[src/rtl/mdu_iter.sv]
// rtl/mdu_iter.sv - iterative RV64M multiply/divide unit, one result bit per cycle
//
// Purpose:
//   Shift-add multiplier and restoring divider sharing one datapath. Executes
//   MUL/MULH/MULHSU/MULHU/DIV/DIVU/REM/REMU and the W forms behind a
//   valid/ready handshake. The FSM runs IDLE -> CALC -> FIX -> DONE -> IDLE.
//   Divide-by-zero and signed overflow skip straight from IDLE to DONE.
//
// Configuration:
//   MDU_ZERO_BYPASS_EN - when defined, a multiply with a zero operand, or a
//   divide/remainder with a zero dividend and non-zero divisor, also goes
//   IDLE -> DONE. Results are the same either way.
//
// Ports:
//   i_clk        rising-edge clock
//   i_rst_n      synchronous reset, active low
//   i_flush      abort the in-flight op and return to IDLE (highest priority)
//   i_in_valid   request valid
//   o_in_ready   unit can accept (IDLE, not flushing, not in reset)
//   i_op         000 MUL 001 MULH 010 MULHSU 011 MULHU
//                100 DIV 101 DIVU 110 REM 111 REMU
//   i_word       W form: 32-bit op, result sign-extended (ignored at width 32)
//   i_src_a      rs1, multiplicand / dividend
//   i_src_b      rs2, multiplier / divisor
//   o_out_valid  result valid, held until i_out_ready
//   i_out_ready  consumer takes the result
//   o_result     result, all zeros while o_out_valid is low
//   o_busy       FSM is not in IDLE

module mdu_iter #(
  parameter int DATA_WIDTH = 64
) (
  input  logic                  i_clk,
  input  logic                  i_rst_n,
  input  logic                  i_flush,
  input  logic                  i_in_valid,
  output logic                  o_in_ready,
  input  logic [2:0]            i_op,
  input  logic                  i_word,
  input  logic [DATA_WIDTH-1:0] i_src_a,
  input  logic [DATA_WIDTH-1:0] i_src_b,
  output logic                  o_out_valid,
  input  logic                  i_out_ready,
  output logic [DATA_WIDTH-1:0] o_result,
  output logic                  o_busy
);

  localparam int W  = DATA_WIDTH;
  localparam int CW = $clog2(W) + 1;

  localparam logic [1:0] S_IDLE = 2'd0;
  localparam logic [1:0] S_CALC = 2'd1;
  localparam logic [1:0] S_FIX  = 2'd2;
  localparam logic [1:0] S_DONE = 2'd3;

  localparam logic [W-1:0] MIN_FULL = {1'b1, {(W-1){1'b0}}};

  // Widen a 32-bit value to W bits, sign- or zero-extending from bit 31.
  function automatic logic [W-1:0] fn_wext(input logic [31:0] v, input logic sgn);
    logic [W-1:0] r;
    r = '0;
    r[31:0] = v;
    for (int k = 32; k < W; k++) begin
      r[k] = sgn & v[31];
    end
    return r;
  endfunction

  // State and datapath registers
  logic [1:0]    r_state;
  logic [CW-1:0] r_count;
  logic [W-1:0]  r_acc;     // product high half / partial remainder
  logic [W-1:0]  r_lo;      // multiplier then product low half / dividend then quotient
  logic [W-1:0]  r_mcand;   // multiplicand or divisor magnitude
  logic [W-1:0]  r_result;
  logic          r_is_div;
  logic          r_word;
  logic          r_high;    // MULH*: return the upper half of the product
  logic          r_rem_sel; // REM*: return the remainder
  logic          r_neg;     // negate product / quotient in FIX
  logic          r_rem_neg; // negate remainder in FIX

  // Operand preparation (combinational, used at accept)
  logic         w_word;
  logic         w_is_div;
  logic         w_a_sgn;
  logic         w_b_sgn;
  logic [W-1:0] w_a;
  logic [W-1:0] w_b;
  logic         w_a_neg;
  logic         w_b_neg;
  logic [W-1:0] w_a_mag;
  logic [W-1:0] w_b_mag;
  logic         w_b_zero;
  logic         w_is_min;
  logic         w_div_zero;
  logic         w_div_ovf;
  logic         w_zero_byp;
  logic         w_direct;
  logic [W-1:0] w_direct_res;
  logic         w_accept;

  // Per-iteration datapath
  logic [W:0]   w_sum;
  logic [W:0]   w_shift;
  logic [W-1:0] w_diff;
  logic         w_ge;
  logic [W-1:0] w_acc_nxt;
  logic [W-1:0] w_lo_nxt;

  // Result fix-up
  logic [2*W-1:0] w_prod;
  logic [2*W-1:0] w_prod_s;
  logic [W-1:0]   w_mul_lo;
  logic [W-1:0]   w_mul_res;
  logic [W-1:0]   w_quo;
  logic [W-1:0]   w_rem;
  logic [W-1:0]   w_fix_raw;
  logic [W-1:0]   w_fix_res;

  assign w_word   = (W == 64) ? i_word : 1'b0;
  assign w_is_div = i_op[2];

  // MUL is handled as signed x signed: the low half of the product is the same
  // either way, and it lets every W-form multiply share the signed path.
  assign w_a_sgn = w_is_div ? ~i_op[0] : (w_word | (i_op[1:0] != 2'b11));
  assign w_b_sgn = w_is_div ? ~i_op[0] : (w_word | ~i_op[1]);

  assign w_a = w_word ? fn_wext(i_src_a[31:0], w_a_sgn) : i_src_a;
  assign w_b = w_word ? fn_wext(i_src_b[31:0], w_b_sgn) : i_src_b;

  assign w_a_neg = w_a_sgn & w_a[W-1];
  assign w_b_neg = w_b_sgn & w_b[W-1];
  assign w_a_mag = w_a_neg ? -w_a : w_a;
  assign w_b_mag = w_b_neg ? -w_b : w_b;

  assign w_b_zero   = (w_b == '0);
  assign w_is_min   = w_word ? (w_a[31:0] == 32'h8000_0000) : (w_a == MIN_FULL);
  assign w_div_zero = w_is_div & w_b_zero;
  assign w_div_ovf  = w_is_div & ~i_op[0] & w_is_min & (w_b == '1);

`ifdef MDU_ZERO_BYPASS_EN
  logic w_a_zero;
  assign w_a_zero   = (w_a == '0);
  assign w_zero_byp = w_is_div ? (w_a_zero & ~w_b_zero) : (w_a_zero | w_b_zero);
`else
  assign w_zero_byp = 1'b0;
`endif

  assign w_direct = w_div_zero | w_div_ovf | w_zero_byp;

  // Results that need no iteration. For overflow the prepared dividend already
  // is the (sign-extended) most negative value, i.e. the required quotient.
  always_comb begin
    w_direct_res = '0;
    if (w_div_zero) begin
      if (i_op[1]) begin
        w_direct_res = w_word ? fn_wext(w_a[31:0], 1'b1) : w_a;
      end else begin
        w_direct_res = '1;
      end
    end else if (w_div_ovf) begin
      w_direct_res = i_op[1] ? '0 : w_a;
    end
  end

  // Multiply: add multiplicand when the current multiplier bit is set, then
  // shift {acc, lo} right one place.
  assign w_sum = {1'b0, r_acc} + (r_lo[0] ? {1'b0, r_mcand} : {(W+1){1'b0}});

  // Divide: shift the next dividend bit into the partial remainder and subtract
  // the divisor if it fits. The difference is below the divisor so W bits hold it.
  assign w_shift = {r_acc, r_lo[W-1]};
  assign w_ge    = (w_shift >= {1'b0, r_mcand});
  assign w_diff  = w_shift[W-1:0] - r_mcand;

  always_comb begin
    w_acc_nxt = '0;
    w_lo_nxt  = '0;
    if (r_is_div) begin
      w_acc_nxt = w_ge ? w_diff : w_shift[W-1:0];
      w_lo_nxt  = {r_lo[W-2:0], w_ge};
    end else begin
      w_acc_nxt = w_sum[W:1];
      w_lo_nxt  = {w_sum[0], r_lo[W-1:1]};
    end
  end

  // A W-form multiply runs 32 iterations, so its product sits in {acc, lo}
  // shifted up by 32 with zeros below; the low word of the product is lo[63:32].
  assign w_prod    = {r_acc, r_lo};
  assign w_prod_s  = r_neg ? -w_prod : w_prod;
  assign w_mul_lo  = r_word ? (w_prod_s[W-1:0] >> 32) : w_prod_s[W-1:0];
  assign w_mul_res = r_high ? w_prod_s[2*W-1:W] : w_mul_lo;

  assign w_quo = r_neg ? -r_lo : r_lo;
  assign w_rem = r_rem_neg ? -r_acc : r_acc;

  assign w_fix_raw = r_is_div ? (r_rem_sel ? w_rem : w_quo) : w_mul_res;
  assign w_fix_res = r_word ? fn_wext(w_fix_raw[31:0], 1'b1) : w_fix_raw;

  assign o_in_ready  = i_rst_n & (r_state == S_IDLE) & ~i_flush;
  assign w_accept    = i_in_valid & o_in_ready;
  assign o_out_valid = (r_state == S_DONE);
  assign o_result    = o_out_valid ? r_result : '0;
  assign o_busy      = (r_state != S_IDLE);

  always_ff @(posedge i_clk) begin
    if (!i_rst_n) begin
      r_state   <= S_IDLE;
      r_count   <= '0;
      r_acc     <= '0;
      r_lo      <= '0;
      r_mcand   <= '0;
      r_result  <= '0;
      r_is_div  <= 1'b0;
      r_word    <= 1'b0;
      r_high    <= 1'b0;
      r_rem_sel <= 1'b0;
      r_neg     <= 1'b0;
      r_rem_neg <= 1'b0;
    end else if (i_flush) begin
      r_state <= S_IDLE;
    end else begin
      case (r_state)
        S_IDLE: begin
          if (w_accept) begin
            r_is_div  <= w_is_div;
            r_word    <= w_word;
            r_high    <= ~w_is_div & ~w_word & (i_op[1:0] != 2'b00);
            r_rem_sel <= i_op[1];
            r_neg     <= w_a_neg ^ w_b_neg;
            r_rem_neg <= w_a_neg;
            r_acc     <= '0;
            r_count   <= w_word ? CW'(32) : CW'(W);
            if (w_is_div) begin
              r_mcand <= w_b_mag;
              // W-form dividend is parked in the upper word so the first of
              // the 32 iterations sees its bit 31.
              r_lo    <= w_word ? (w_a_mag << 32) : w_a_mag;
            end else begin
              r_mcand <= w_a_mag;
              r_lo    <= w_b_mag;
            end
            if (w_direct) begin
              r_result <= w_direct_res;
              r_state  <= S_DONE;
            end else begin
              r_state  <= S_CALC;
            end
          end
        end
        S_CALC: begin
          r_acc   <= w_acc_nxt;
          r_lo    <= w_lo_nxt;
          r_count <= r_count - CW'(1);
          if (r_count == CW'(1)) begin
            r_state <= S_FIX;
          end
        end
        S_FIX: begin
          r_result <= w_fix_res;
          r_state  <= S_DONE;
        end
        default: begin
          if (i_out_ready) begin
            r_state <= S_IDLE;
          end
        end
      endcase
    end
  end

endmodule

[config.mk]
export PLATFORM = sky130hd
export DESIGN_NAME = mdu_iter
export DESIGN_NICKNAME = d
export VERILOG_FILES = /design/src/rtl/mdu_iter.sv
export SDC_FILE = /design/constraint.sdc
export NUM_CORES = 2
export LEC_CHECK = 0
export BUFFER_PORTS_ARGS = -buffer_cell sky130_fd_sc_hd__buf_2
export CAP_MARGIN = 20
export CORE_UTILIZATION = 35
export DETAILED_ROUTE_END_ITERATION = 8
export PLACE_DENSITY_LB_ADDON = 0.3
export SYNTH_ARGS = -nofsm -noshare
export SYNTH_HDL_FRONTEND = slang
export SYNTH_SLANG_ARGS = --single-unit
[constraint.sdc]
create_clock -name i_clk -period 6.59 [get_ports i_clk]
set_input_delay 1.977 -clock i_clk [delete_from_list [all_inputs] [get_ports i_clk]]
set_output_delay 1.977 -clock i_clk [all_outputs]
set_load 0.01 [all_outputs]
---- Word-level counts from Yosys, hierarchy flattened ----
Index checks and enable logic that the tools add are counted.
cells by class
  muxes and demuxes ....................... 43
  reduce and logical (&&, ||, !) cells .... 12
  $add $sub $neg .......................... 8
  bitwise operators ....................... 23
  equality and inequality tests ........... 11
  magnitude comparators ................... 1
operators with widths
  kind                    count
  $mux W64                28
  $pmux W64 S2            3
  $neg A64 Y64            4
  $eq A64 B64 Y1 const B  2
  $mux W128               1
  $neg A128 Y128          1
  $add A64 B64 Y65        1
  $ge A65 B64 Y1          1
  $logic_not A64 Y1       1
  $sub A64 B64 Y64        1
  $eq A32 B32 Y1 const B  1
  $mux W7                 2
  $pmux W7 S2             1
  $and A1 B1 Y1           13
  $reduce_and A3 Y1       3
  $mux W2                 4
  $ne A2 B2 Y1 const B    4
  $reduce_bool A2 Y1      4
  $eq A7 B1 Y1 const B    1
  $sub A7 B1 Y7 const B   1
  $not A1 Y1              6
  $pmux W2 S3             1
  $eq A2 B2 Y1 const B    2
  $reduce_and A4 Y1       1
  other kinds (7)         11
word-level totals
  register bits ........................... 271
  output and inout bits ................... 67

---- Longest topological paths before layout ----
  depth after elaboration ................. 14
  depth in mapped cells ................... 17
  depth with buffers taken out ............ 15

---- Worst setup path before layout ----
Ideal clock, no wire load.
  path type ............................... input to register
  start point ............................. input port i_src_b[12]
  end point ............................... register r_result[47]
  data required time ...................... 6.467 ns
  path slack .............................. 1.250 ns
  stages on the path ...................... 13
  data arrival time ....................... 5.217 ns
  cell sequence ........................... or4_1 > or4b_4 > or4_1 > buf_2 > nor4_4 > nand4_1 > o21ai_2 > a22oi_2 > or2_0 > clkbuf_1 > clkbuf_1 > a221oi_1 > nor2_1
on the way
  word-level cells in the longest chain between the ends .. 8
  elaborated cells between the ends (all ways) .. 13
ends and longest elaborated chain
  item                    line  source
  start: declaration      41    input logic [DATA_WIDTH-1:0] i_src_b,
  $mux W64 (*)            130   assign w_b = w_word ? fn_wext(i_src_b[31:0], w_b_sgn) : i_src_b;
  $eq A64 B64 Y1          140   assign w_div_ovf = w_is_div & ~i_op[0] & w_is_min & (w_b == '1);
  $and A1 B1 Y1           140
  $mux W64                162   end else if (w_div_ovf) begin
  $mux W64                156   if (w_div_zero) begin
  $mux W64                245   if (w_direct) begin
  $mux W64                227   if (w_accept) begin
  $pmux W64 S2            225   case (r_state)
  end signal: assignment  246   r_result <= w_direct_res;
  end signal: assignment  262   r_result <= w_fix_res;
  end: declaration        75    logic [W-1:0] r_result;
Mark *: on every way between the ends. The rest lies on a longest branch, timed or not. The select of a mux whose other input is x is not followed.
A chain may end at the register's enable or synchronous reset.

---- Final worst setup path ----
  start point ............................. input port i_src_b[12]
  end point ............................... register r_result[3]
The elaborated chain is that of the path after synthesis.

==> qor.csv <==
stage,metric,value,unit
cts,post_cts_buffers,0,
synthesis,synth_top_area_share,16.8,%
job,max_cap_violations,0,
timing,maxSlewHeadroom,16.9,%
timing,finalSetupTns,0,ns
cts,clkTransAtPathRegs,0.06,ns
min_path,min_path_type,reg2reg,
status,status,"finished, final reports clean",
routing,firstDrtPassIters,6,
timing,timing.fmax,179,MHz
routing,drc,0,
synthesis,syn_area,32200,um^2
synthesis,async_flop_share,0,%
setup_path,cpPeakStageDelay,0.68,ns
routing,wl_per_cell,28.7,um
synthesis,synth_seq_area_share,16.8,%
cts,cts_hold_buf,0,
placed_design,dp_cells,5835,
setup_path,worstPathArrival,6.07,ns
timing,drv_slew,0,
cells_and_area,fin_cells,5904,
setup_path,critPathBufInv,3,
synthesis,avgSynthCellArea,6.79,um^2
synthesis,synth_edf_count,0,
grt,grt.busiest_layer,met2,
grt,grt_max_degree,110,
grt,grtUsageMet3,8.01,%
setup_path,crit_type,in2reg,
timing,rsz0062_at_grt,false,
routing,vias,38212,
cts,cts_sinks,271,
synthesis,syn_nets,5022,
synthesis,ys_types,98,
grt,grtUsageMet2,49.4,%
timing,fin_crit_sh,84.7,%
cts,cts_tree,built,
synthesis,synth_warnings,0,
grt,grt_pass1_vias,33819,
grt,gr-total-overflow,0,
cts,clkLatencyLatePin,0.59,ns
die,die_area,93200,um^2
cts,cts_buffers,37,
synthesis,syn_inst,4743,
cts,cts_resized,0,
die,die_h,305,um
setup_path,path_cells,"buf_2, or4_1, or4b_4, or4_1, nor4_4, nand4_1, buf_4, o31ai_4, and2b_1, buf_12, o21ai_0, a31oi_1",
grt,track_usage,34.6,%
placed_design,dp_hpwl,134000,um
timing,hold_slack,0.454,ns
cts,cts_root_buf,clkbuf_16,
die,ioPinCount,204,
setup_path,start_kind,input port,
cells_and_area,drive_gt1_share,10.6,%
setup_path,path_common_cell,or4_1,
setup_path,crit_family,simple AND/OR/NAND/NOR gates,
timing,finalHoldViolations,0,
routing,vias_per_cell,6.47,
routing,drtIter0Drc,5286,
setup_path,required,7.08,ns
placed_design,portBuffers,203,
grt,antenna_found_initial,4,
timing,fin_skew,0.0318,ns
setup_path,worstPathMaxFanout,33,
synthesis,synth_seq_cells,271,
placed_design,place_ws,0.557,ns
setup_path,endpoint_kind,register,
synthesis,yosys.area.top_type,dfxtp_1,
timing,period_needed,5.58,ns
routing,antenna_left,0,
grt,met1_usage,47.4,%
setup_path,cpMaxStageDelayCell,or4_1,
power_and_ir_drop,leakage,0.0144,uW
cells_and_area,layout.nets,4978,
cts,cts.path.max_buffers,3,
die,rows,110,
grt,grt_first_pass_wirelength,240000,um
cells_and_area,syn2layout_area_growth,10.1,%
power_and_ir_drop,power_density,163,nW/um^2
timing,finalSetupViolations,0,
placed_design,gp_congestion,1.04,
timing,setup_ws,1.01,ns
cts,htreeDepth,2,
die,die_w,305,um
synthesis,netlist_top_cells_area,"dfxtp_1 17%, a21oi_1 6.6%, nand2_1 6.5%",
routing,totalWireLength,169000,um
timing,worst_pin_slew,1.24,ns
power_and_ir_drop,peakVddDrop,0.000146,V
die,fp.coreArea,90600,um^2
synthesis,synth_flop_cell,dfxtp_1,
die,start_util,35.6,%
[flip-flops by register name, summed over array words and instances, names as in the netlist]
register   count
r_acc         64
r_count        7
r_high         1
r_is_div       1
r_lo          64
r_mcand       64
r_neg          1
r_rem_neg      1
r_rem_sel      1
r_result      64
r_state        2
r_word         1
[through the flow]
stage / utilization, % / power (uW) / cell area [um^2]
2_1_floorplan: - / 2800 / 32200
3_3_place_gp: 37.7 / 3520 / 34200
3_5_place_dp: 37.7 / 3520 / 34200
4_1_cts: 39.2 / 5710 / 35500
5_1_grt: 39.2 / 5930 / 35500
6_report: 39.2 / 5790 / 35500
[cell type report]
type,count,area [um^2]
Fill cell,9761,55100
Multi-Input combinational cell,3935,24800
Sequential cell,271,5440
Timing Repair Buffer,314,1940
Tap cell,1176,1470
Clock buffer,43,1010
Inverter,140,528
Clock inverter,23,284
Antenna cell,2,5.00
[cell usage in the layout (no fill, tap or decap), types with 32 or more instances in the layout]
cell	n
a211oi_1	104
a21o_1	95
a21oi_1	420
a22oi_1	38
a31oi_1	92
and2_1	90
and3_1	35
buf_2	201
buf_4	105
clkbuf_16	39
dfxtp_1	265
ha_1	138
inv_1	135
mux2_2	39
mux2i_1	81
nand2_1	561
nand3_1	108
nand4_1	62
nor2_1	436
nor3_1	100
nor4_1	49
o211ai_1	65
o21ai_0	389
o22ai_1	33
o31ai_1	80
o41ai_1	32
or3_1	47
or4_1	32
xnor2_1	217
xor2_1	184
[per-layer routing]
| layer | vias to the layer above | routed length, um |
|---|---|---|
| li1 | 17181 | - |
| met1 | 18137 | 69900 |
| met4 | 0 | 11100 |
| met5 | - | 0 |
| met2 | 2446 | 68500 |
| met3 | 448 | 19600 |
[synthesized netlist by cell type, types with 30 or more instances]
library cell,number
a211oi_1,104
a21o_1,95
a21oi_1,422
a221oi_1,30
a22oi_1,38
a31oi_1,92
and2_1,91
and3_1,35
buf_1,39
clkbuf_1,343
dfxtp_1,271
ha_1,140
inv_1,135
mux2_2,39
mux2i_1,81
nand2_1,562
nand3_1,108
nand4_1,62
nor2_1,440
nor3_1,100
nor4_1,49
o211ai_1,65
o21ai_0,389
o22ai_1,33
o31ai_1,81
o41ai_1,32
or3_1,47
or4_1,32
xnor2_1,217
xor2_1,184
[power by group]
part	total, uW	internal [uW]	switching [uW]	leakage (uW)
clock network	2220	1310	912	0.000622
registers	1750	1680	74.6	0.00220
logic	1820	536	1290	0.0116
total	5790	3520	2270	0.0144
[final timing paths]
| kind | startpoint | depth (start not counted) | to | slack (ns) |
|---|---|---|---|---|
| worst max register to register | r_lo[10] | 12 | r_result[56] | 1.30 |
| worst min register to register | r_result[35] | 2 | r_result[35] | 0.45 |
| worst min-delay path | r_result[35] | 2 | r_result[35] | 0.45 |
| worst max-delay path | i_src_b[12] | 12 | r_result[3] | 1.01 |
[worst reg2reg max path, delay by kind of cell (launching register included)]
family	cells	cell delay, ns
AOI/OAI and AO/OA	5	1.37
buffers and inverters	1	0.38
DFF	1	0.39
muxes	1	0.23
and+or+nand+nor	5	2.86
[kinds of logic (layout without fill, tap and decap cells)]
group | count (synthesis) | count (layout) | synth area share [%]
and+or+nand+nor | 1652 | 1652 | 24.3
buffers and inverters | 537 | 520 | 6.40
muxes | 120 | 120 | 3.88
AOI/OAI and AO/OA | 1620 | 1620 | 32.1
adders and majority gates | 142 | 142 | 5.56
DFF | 271 | 271 | 16.8
other | 0 | 2 | 0
xor gates and xnor gates | 401 | 401 | 10.9
Power figures use the tool's default switching activity.
